==> src/rtl/dag_addr_gen_if.sv <==
// Sequencer <-> data address generator bundle: DAG operation controls,
// ureg read/write port and the registered DM/PM address results.
interface dag_addr_gen_if #(
  parameter int unsigned AW   = 16,
  parameter int unsigned NREG = 8
);
  localparam int unsigned IW = $clog2(NREG);

  logic          ps_dg_en;
  logic          ps_dg_dgsclt;
  logic          ps_dg_mdfy;
  logic [IW-1:0] ps_dg_iadd;
  logic [IW-1:0] ps_dg_madd;
  logic          ps_dg_wrt_en;
  logic [4:0]    ps_dg_wrt_add;
  logic [4:0]    ps_dg_rd_add;
  logic [AW-1:0] bc_dt;
  logic [AW-1:0] dg_bc_dt;
  logic [AW-1:0] dg_dm_add;
  logic          dg_dm_vld;
  logic [AW-1:0] dg_ps_add;
  logic          dg_pm_vld;

  modport master (
    output ps_dg_en, ps_dg_dgsclt, ps_dg_mdfy, ps_dg_iadd, ps_dg_madd,
           ps_dg_wrt_en, ps_dg_wrt_add, ps_dg_rd_add, bc_dt,
    input  dg_bc_dt, dg_dm_add, dg_dm_vld, dg_ps_add, dg_pm_vld
  );

  modport slave (
    input  ps_dg_en, ps_dg_dgsclt, ps_dg_mdfy, ps_dg_iadd, ps_dg_madd,
           ps_dg_wrt_en, ps_dg_wrt_add, ps_dg_rd_add, bc_dt,
    output dg_bc_dt, dg_dm_add, dg_dm_vld, dg_ps_add, dg_pm_vld
  );
endinterface

==> src/rtl/dag_addr_gen.sv <==
// Data address generator: 8 I/M/L/B register sets, pre/post-modify with
// circular-buffer wrap, registered DM or PM effective address output.
module dag_addr_gen #(
  parameter int unsigned AW   = 16,
  parameter int unsigned NREG = 8
) (
  input logic           clk,
  input logic           rst,
  dag_addr_gen_if.slave bus
);
  localparam int unsigned IW = $clog2(NREG);

  typedef enum logic [1:0] {
    CLS_I = 2'd0,
    CLS_M = 2'd1,
    CLS_L = 2'd2,
    CLS_B = 2'd3
  } ureg_cls_e;

  logic [AW-1:0] i_reg [NREG];
  logic [AW-1:0] m_reg [NREG];
  logic [AW-1:0] l_reg [NREG];
  logic [AW-1:0] b_reg [NREG];

  logic [AW-1:0] dm_add_q, ps_add_q;
  logic          dm_vld_q, pm_vld_q;

  logic [AW-1:0] mod_i, ea, rd_data;
  ureg_cls_e     wr_cls, rd_cls;
  logic [IW-1:0] wr_idx, rd_idx;

  // Single-correction circular modify; sign of the 17-bit sum marks underflow.
  function automatic logic [AW-1:0] circ(input logic [AW-1:0] i, input logic [AW-1:0] m,
                                         input logic [AW-1:0] l, input logic [AW-1:0] b);
    logic [AW:0]   s;
    logic [AW:0]   lim;
    logic [AW-1:0] res;
    s   = {1'b0, i} + {m[AW-1], m};
    lim = {1'b0, b} + {1'b0, l};
    res = s[AW-1:0];
    if (l != '0) begin
      if (!m[AW-1]) begin
        if (s >= lim) res = AW'(s - {1'b0, l});
      end else if (s[AW] || (s[AW-1:0] < b)) begin
        res = s[AW-1:0] + l;
      end
    end
    return res;
  endfunction

  always_comb begin
    mod_i = circ(i_reg[bus.ps_dg_iadd], m_reg[bus.ps_dg_madd],
                 l_reg[bus.ps_dg_iadd], b_reg[bus.ps_dg_iadd]);
    ea    = bus.ps_dg_mdfy ? mod_i : i_reg[bus.ps_dg_iadd];
  end

  assign wr_cls = ureg_cls_e'(bus.ps_dg_wrt_add[4:3]);
  assign wr_idx = IW'(bus.ps_dg_wrt_add[2:0]);
  assign rd_cls = ureg_cls_e'(bus.ps_dg_rd_add[4:3]);
  assign rd_idx = IW'(bus.ps_dg_rd_add[2:0]);

  always_comb begin
    rd_data = '0;
    case (rd_cls)
      CLS_I: rd_data = i_reg[rd_idx];
      CLS_M: rd_data = m_reg[rd_idx];
      CLS_L: rd_data = l_reg[rd_idx];
      CLS_B: rd_data = b_reg[rd_idx];
      default: rd_data = '0;
    endcase
  end

  // Ureg writes are placed after the post-modify update so they win on collision.
  always_ff @(posedge clk or negedge rst) begin
    if (!rst) begin
      for (int k = 0; k < NREG; k++) begin
        i_reg[k] <= '0;
        m_reg[k] <= '0;
        l_reg[k] <= '0;
        b_reg[k] <= '0;
      end
      dm_add_q <= '0;
      ps_add_q <= '0;
      dm_vld_q <= 1'b0;
      pm_vld_q <= 1'b0;
    end else begin
      dm_vld_q <= 1'b0;
      pm_vld_q <= 1'b0;
      if (bus.ps_dg_en) begin
        if (bus.ps_dg_dgsclt) begin
          ps_add_q <= ea;
          pm_vld_q <= 1'b1;
        end else begin
          dm_add_q <= ea;
          dm_vld_q <= 1'b1;
        end
        if (!bus.ps_dg_mdfy) i_reg[bus.ps_dg_iadd] <= mod_i;
      end
      if (bus.ps_dg_wrt_en) begin
        case (wr_cls)
          CLS_I: i_reg[wr_idx] <= bus.bc_dt;
          CLS_M: m_reg[wr_idx] <= bus.bc_dt;
          CLS_L: l_reg[wr_idx] <= bus.bc_dt;
          CLS_B: begin
            b_reg[wr_idx] <= bus.bc_dt;
            i_reg[wr_idx] <= bus.bc_dt;
          end
          default: ;
        endcase
      end
    end
  end

  assign bus.dg_bc_dt  = rd_data;
  assign bus.dg_dm_add = dm_add_q;
  assign bus.dg_dm_vld = dm_vld_q;
  assign bus.dg_ps_add = ps_add_q;
  assign bus.dg_pm_vld = pm_vld_q;

endmodule
==> src/flat_wrapper.sv <==
// flat-port wrapper written by rule: the top's interface ports become plain ports
module dag_addr_gen_flat 
#(
  parameter int unsigned AW   = 16,
  parameter int unsigned NREG = 8
)
  (clk, rst, bus_ps_dg_en, bus_ps_dg_dgsclt, bus_ps_dg_mdfy, bus_ps_dg_iadd, bus_ps_dg_madd, bus_ps_dg_wrt_en, bus_ps_dg_wrt_add, bus_ps_dg_rd_add, bus_bc_dt, bus_dg_bc_dt, bus_dg_dm_add, bus_dg_dm_vld, bus_dg_ps_add, bus_dg_pm_vld);
  dag_addr_gen_if #(.AW(AW), .NREG(NREG)) bus_i ();
  input logic clk;
  input logic rst;
  input wire logic [$bits(bus_i.ps_dg_en)-1:0] bus_ps_dg_en;
  input wire logic [$bits(bus_i.ps_dg_dgsclt)-1:0] bus_ps_dg_dgsclt;
  input wire logic [$bits(bus_i.ps_dg_mdfy)-1:0] bus_ps_dg_mdfy;
  input wire logic [$bits(bus_i.ps_dg_iadd)-1:0] bus_ps_dg_iadd;
  input wire logic [$bits(bus_i.ps_dg_madd)-1:0] bus_ps_dg_madd;
  input wire logic [$bits(bus_i.ps_dg_wrt_en)-1:0] bus_ps_dg_wrt_en;
  input wire logic [$bits(bus_i.ps_dg_wrt_add)-1:0] bus_ps_dg_wrt_add;
  input wire logic [$bits(bus_i.ps_dg_rd_add)-1:0] bus_ps_dg_rd_add;
  input wire logic [$bits(bus_i.bc_dt)-1:0] bus_bc_dt;
  output wire logic [$bits(bus_i.dg_bc_dt)-1:0] bus_dg_bc_dt;
  output wire logic [$bits(bus_i.dg_dm_add)-1:0] bus_dg_dm_add;
  output wire logic [$bits(bus_i.dg_dm_vld)-1:0] bus_dg_dm_vld;
  output wire logic [$bits(bus_i.dg_ps_add)-1:0] bus_dg_ps_add;
  output wire logic [$bits(bus_i.dg_pm_vld)-1:0] bus_dg_pm_vld;
  assign bus_i.ps_dg_en = bus_ps_dg_en;
  assign bus_i.ps_dg_dgsclt = bus_ps_dg_dgsclt;
  assign bus_i.ps_dg_mdfy = bus_ps_dg_mdfy;
  assign bus_i.ps_dg_iadd = bus_ps_dg_iadd;
  assign bus_i.ps_dg_madd = bus_ps_dg_madd;
  assign bus_i.ps_dg_wrt_en = bus_ps_dg_wrt_en;
  assign bus_i.ps_dg_wrt_add = bus_ps_dg_wrt_add;
  assign bus_i.ps_dg_rd_add = bus_ps_dg_rd_add;
  assign bus_i.bc_dt = bus_bc_dt;
  assign bus_dg_bc_dt = bus_i.dg_bc_dt;
  assign bus_dg_dm_add = bus_i.dg_dm_add;
  assign bus_dg_dm_vld = bus_i.dg_dm_vld;
  assign bus_dg_ps_add = bus_i.dg_ps_add;
  assign bus_dg_pm_vld = bus_i.dg_pm_vld;
  dag_addr_gen #(.AW(AW), .NREG(NREG)) u_core (.clk(clk), .rst(rst), .bus(bus_i));
endmodule
==> config.mk <==
export PLATFORM = sky130hd
export DESIGN_NAME = dag_addr_gen_flat
export DESIGN_NICKNAME = d
export VERILOG_FILES = /design/src/rtl/dag_addr_gen_if.sv /design/src/rtl/dag_addr_gen.sv /design/src/flat_wrapper.sv
export SDC_FILE = /design/constraint.sdc
export NUM_CORES = 1
export LEC_CHECK = 0
export ABC_AREA = 1
export CAP_MARGIN = 25
export CORE_ASPECT_RATIO = 1.2
export CORE_MARGIN = 4
export CORE_UTILIZATION = 38
export CTS_BUF_LIST = sky130_fd_sc_hd__clkbuf_4 sky130_fd_sc_hd__clkbuf_8
export CTS_CLUSTER_DIAMETER = 80
export CTS_CLUSTER_SIZE = 28
export DETAILED_ROUTE_END_ITERATION = 7
export GPL_TIMING_DRIVEN = 0
export PLACE_DENSITY = 0.64
export SYNTH_ARGS = -nofsm -noshare
export SYNTH_HDL_FRONTEND = slang
export SYNTH_SLANG_ARGS = --single-unit
==> constraint.sdc <==
create_clock -name clk -period 11.5 [get_ports clk]
set_input_delay 2.3 -clock clk [delete_from_list [all_inputs] [get_ports clk]]
set_output_delay 2.3 -clock clk [all_outputs]
set_load 0.01 [all_outputs]
==> flow_summary.json <==
{
  "status": "finished, final reports clean",
  "yosysTopAreaCell": "dfrtp_1",
  "syn_area_um2": 34600,
  "dpl_cell_area_um2": 37300,
  "synth_top_area_share": 0.394,
  "cts_hold_buf": 0,
  "design.core.area_um2": 90500,
  "grt_max_degree": 107,
  "critical_path_class": "in2reg",
  "fin_area_um2": 38300,
  "cp-end-kind": "register",
  "post-place-ws_ps": 1040,
  "grt.total_usage": 0.416,
  "synthTopCellsByCount": "nand2_1, o21ai_0, a21oi_1, dfrtp_1, inv_1",
  "power_density_nw_per_um2": 232,
  "setup_viol": 0,
  "crit_path_max_incr_delay_ps": 930,
  "slew_violations": 0,
  "cts_buffers": 36,
  "required_ps": 12150,
  "postLayoutCoreUtil": 0.423,
  "cts_tree": "done",
  "htreeDepth": 2,
  "fmax_ghz": 0.100,
  "fin_crit_ps": 9990,
  "synthArstFlopShare": 1.00,
  "clk_pin_slew_worst_paths_ps": 140,
  "startpoint_type": "input port",
  "syn_area_per_cell_um2": 7.10,
  "final_nets": 5160,
  "cts.sinks": 546,
  "slew_headroom": 0.167,
  "grt_pass1_vias": 37300,
  "synth-seq-cells": 546,
  "setup_ws_ps": 1510,
  "initial_utilization": 0.383,
  "power_uw": 8900,
  "wl_per_cell_um": 33.3,
  "final-hold-violation-count": 0,
  "die_w_um": 284,
  "worst_slew_pin_slew_ps": 1250,
  "clockRootBuffer": "clkbuf_8",
  "hold_path_depth": 2,
  "routed-via-count": 39500,
  "overflow": 0,
  "via_per_inst": 6.35,
  "synth_enable_flop_cells": 0,
  "syn2layout_area_growth_pct": 10.6,
  "ff2ff_path_depth": 32,
  "rsz0062_at_grt": "false",
  "maxCapViolCount": 0,
  "ant_nets": 0,
  "fin_worst_skew_ps": 42.8,
  "synth_fp_nets": 5015,
  "core.rowCount": 121,
  "drc": 0,
  "ys.flop_type": "dfrtp_1",
  "fin_hold_ws_ps": 492,
  "totalWireLength_um": 207000,
  "dr.first_iter.drc_count": 6099,
  "syn-instance-count": 4879,
  "hold_class": "reg2reg",
  "p_leak_uw": 0.0170,
  "grt_pass1_wl_um": 285000,
  "clk_path_buf_depth": 3,
  "die_y_um": 339,
  "arrival_ps": 10630,
  "portBuffers": 70,
  "num_io_pins": 88,
  "first_pass_iters": 7,
  "worstPathMaxFanout": 10,
  "ys_warn_count": 0,
  "place_hpwl_um": 155000,
  "worstSkewPairLatency_ps": 760,
  "gp_congestion": 1.06,
  "yosysMostFrequentCell": "nand2_1",
  "crit_path_top_delay_cell": "nor4_1",
  "period_share": 0.868,
  "yosysSeqAreaShare": 0.394,
  "peakVddDrop_mv": 0.186,
  "cts_setup_buffers": 0,
  "synth_cell_type_count": 47,
  "dieArea_um2": 96100,
  "cts_resized": 0,
  "antenna_found_initial": 8,
  "ys_top_cells_by_area": "dfrtp_1, o21ai_0, nand2_1",
  "drive_gt1_frac": 0.0424
}
==> power breakdown <==
group	switching, uW	internal [uW]
logic	3270	1430
clock network	872	400
registers	453	2470
==> critical path: cells and delay by family <==
| kind | cells | cell delay (ps) |
|---|---|---|
| buf+inv | 9 | 3080 |
| xor+xnor | 1 | 320 |
| simple gates | 20 | 4110 |
| fa+ha+maj | 2 | 780 |
==> stage by stage <==
| step | setup TNS (ps) | std cells |
|---|---|---|
| 6_report | 0 | 6225 |
| 3_3_place_gp | -9874970 | 6117 |
| 4_1_cts | 0 | 6211 |
| 5_1_grt | 0 | 6219 |
| 2_1_floorplan | 0 | 4879 |
| 3_5_place_dp | 0 | 6147 |
==> logic make-up (layout without fill, tap and decap cells) <==
family | after synthesis | in the layout | share of synthesized area
compound gates | 1677 | 1677 | 0.259
buf+inv | 814 | 985 | 0.0907
flops | 546 | 546 | 0.394
other cells | 0 | 7 | 0
xor+xnor | 49 | 49 | 0.0129
fa+ha+maj | 98 | 98 | 0.0363
simple gates | 1695 | 1695 | 0.206
==> per-layer routing <==
metal | vias up | wire length [um] | track usage
li1 | 16700 | - | -
met1 | 19100 | 75100 | 0.504
met2 | 2865 | 87300 | 0.618
met3 | 828 | 24800 | 0.127
met4 | 4 | 20100 | 0.321
met5 | - | 23 | 0
==> final cells by class <==
| class | instances | area, um^2 |
|---|---|---|
| Fill cell | 9747 | 52200 |
| Multi-Input combinational cell | 3519 | 17800 |
| Sequential cell | 546 | 13700 |
| Inverter | 458 | 1720 |
| Tap cell | 1168 | 1460 |
| Buffer | 356 | 1430 |
| Timing Repair Buffer | 107 | 1290 |
| Clock buffer | 39 | 531 |
| Clock inverter | 25 | 379 |
| Antenna cell | 7 | 17.5 |
==> cell usage in the layout (no fill, tap or decap), types with 20 or more instances in the layout <==
cell type and instances:
o211ai_1 124, clkbuf_1 296, clkdlybuf4s50_1 69, nand2_1 832
o21ai_0 808, a21oi_1 583, clkbuf_8 38, nor2_1 396
a31oi_1 25, ha_1 94, xor2_1 39, buf_8 20
inv_1 435, buf_2 20, buf_1 25, nand3_1 374
o21ai_1 50, dfrtp_1 546
==> worst paths after layout <==
path                                                       from                                   end  slack (ps)
setup / recovery                              bus_ps_dg_iadd[1]   u_core.bus.dg_dm_add[7]$_DFFE_PN0P_        1510
hold / removal             u_core.bus.dg_dm_add[12]$_DFFE_PN0P_  u_core.bus.dg_dm_add[12]$_DFFE_PN0P_         490
setup reg to reg                   u_core.m_reg[18]$_DFFE_PN0P_  u_core.bus.dg_ps_add[15]$_DFFE_PN0P_        5070
hold reg to reg            u_core.bus.dg_dm_add[12]$_DFFE_PN0P_  u_core.bus.dg_dm_add[12]$_DFFE_PN0P_         490
max in group asynchronous                                   rst   u_core.bus.dg_dm_add[0]$_DFFE_PN0P_        8510
min in group asynchronous                                   rst         u_core.l_reg[116]$_DFFE_PN0P_        1550
(Power assumes the default switching activity.)
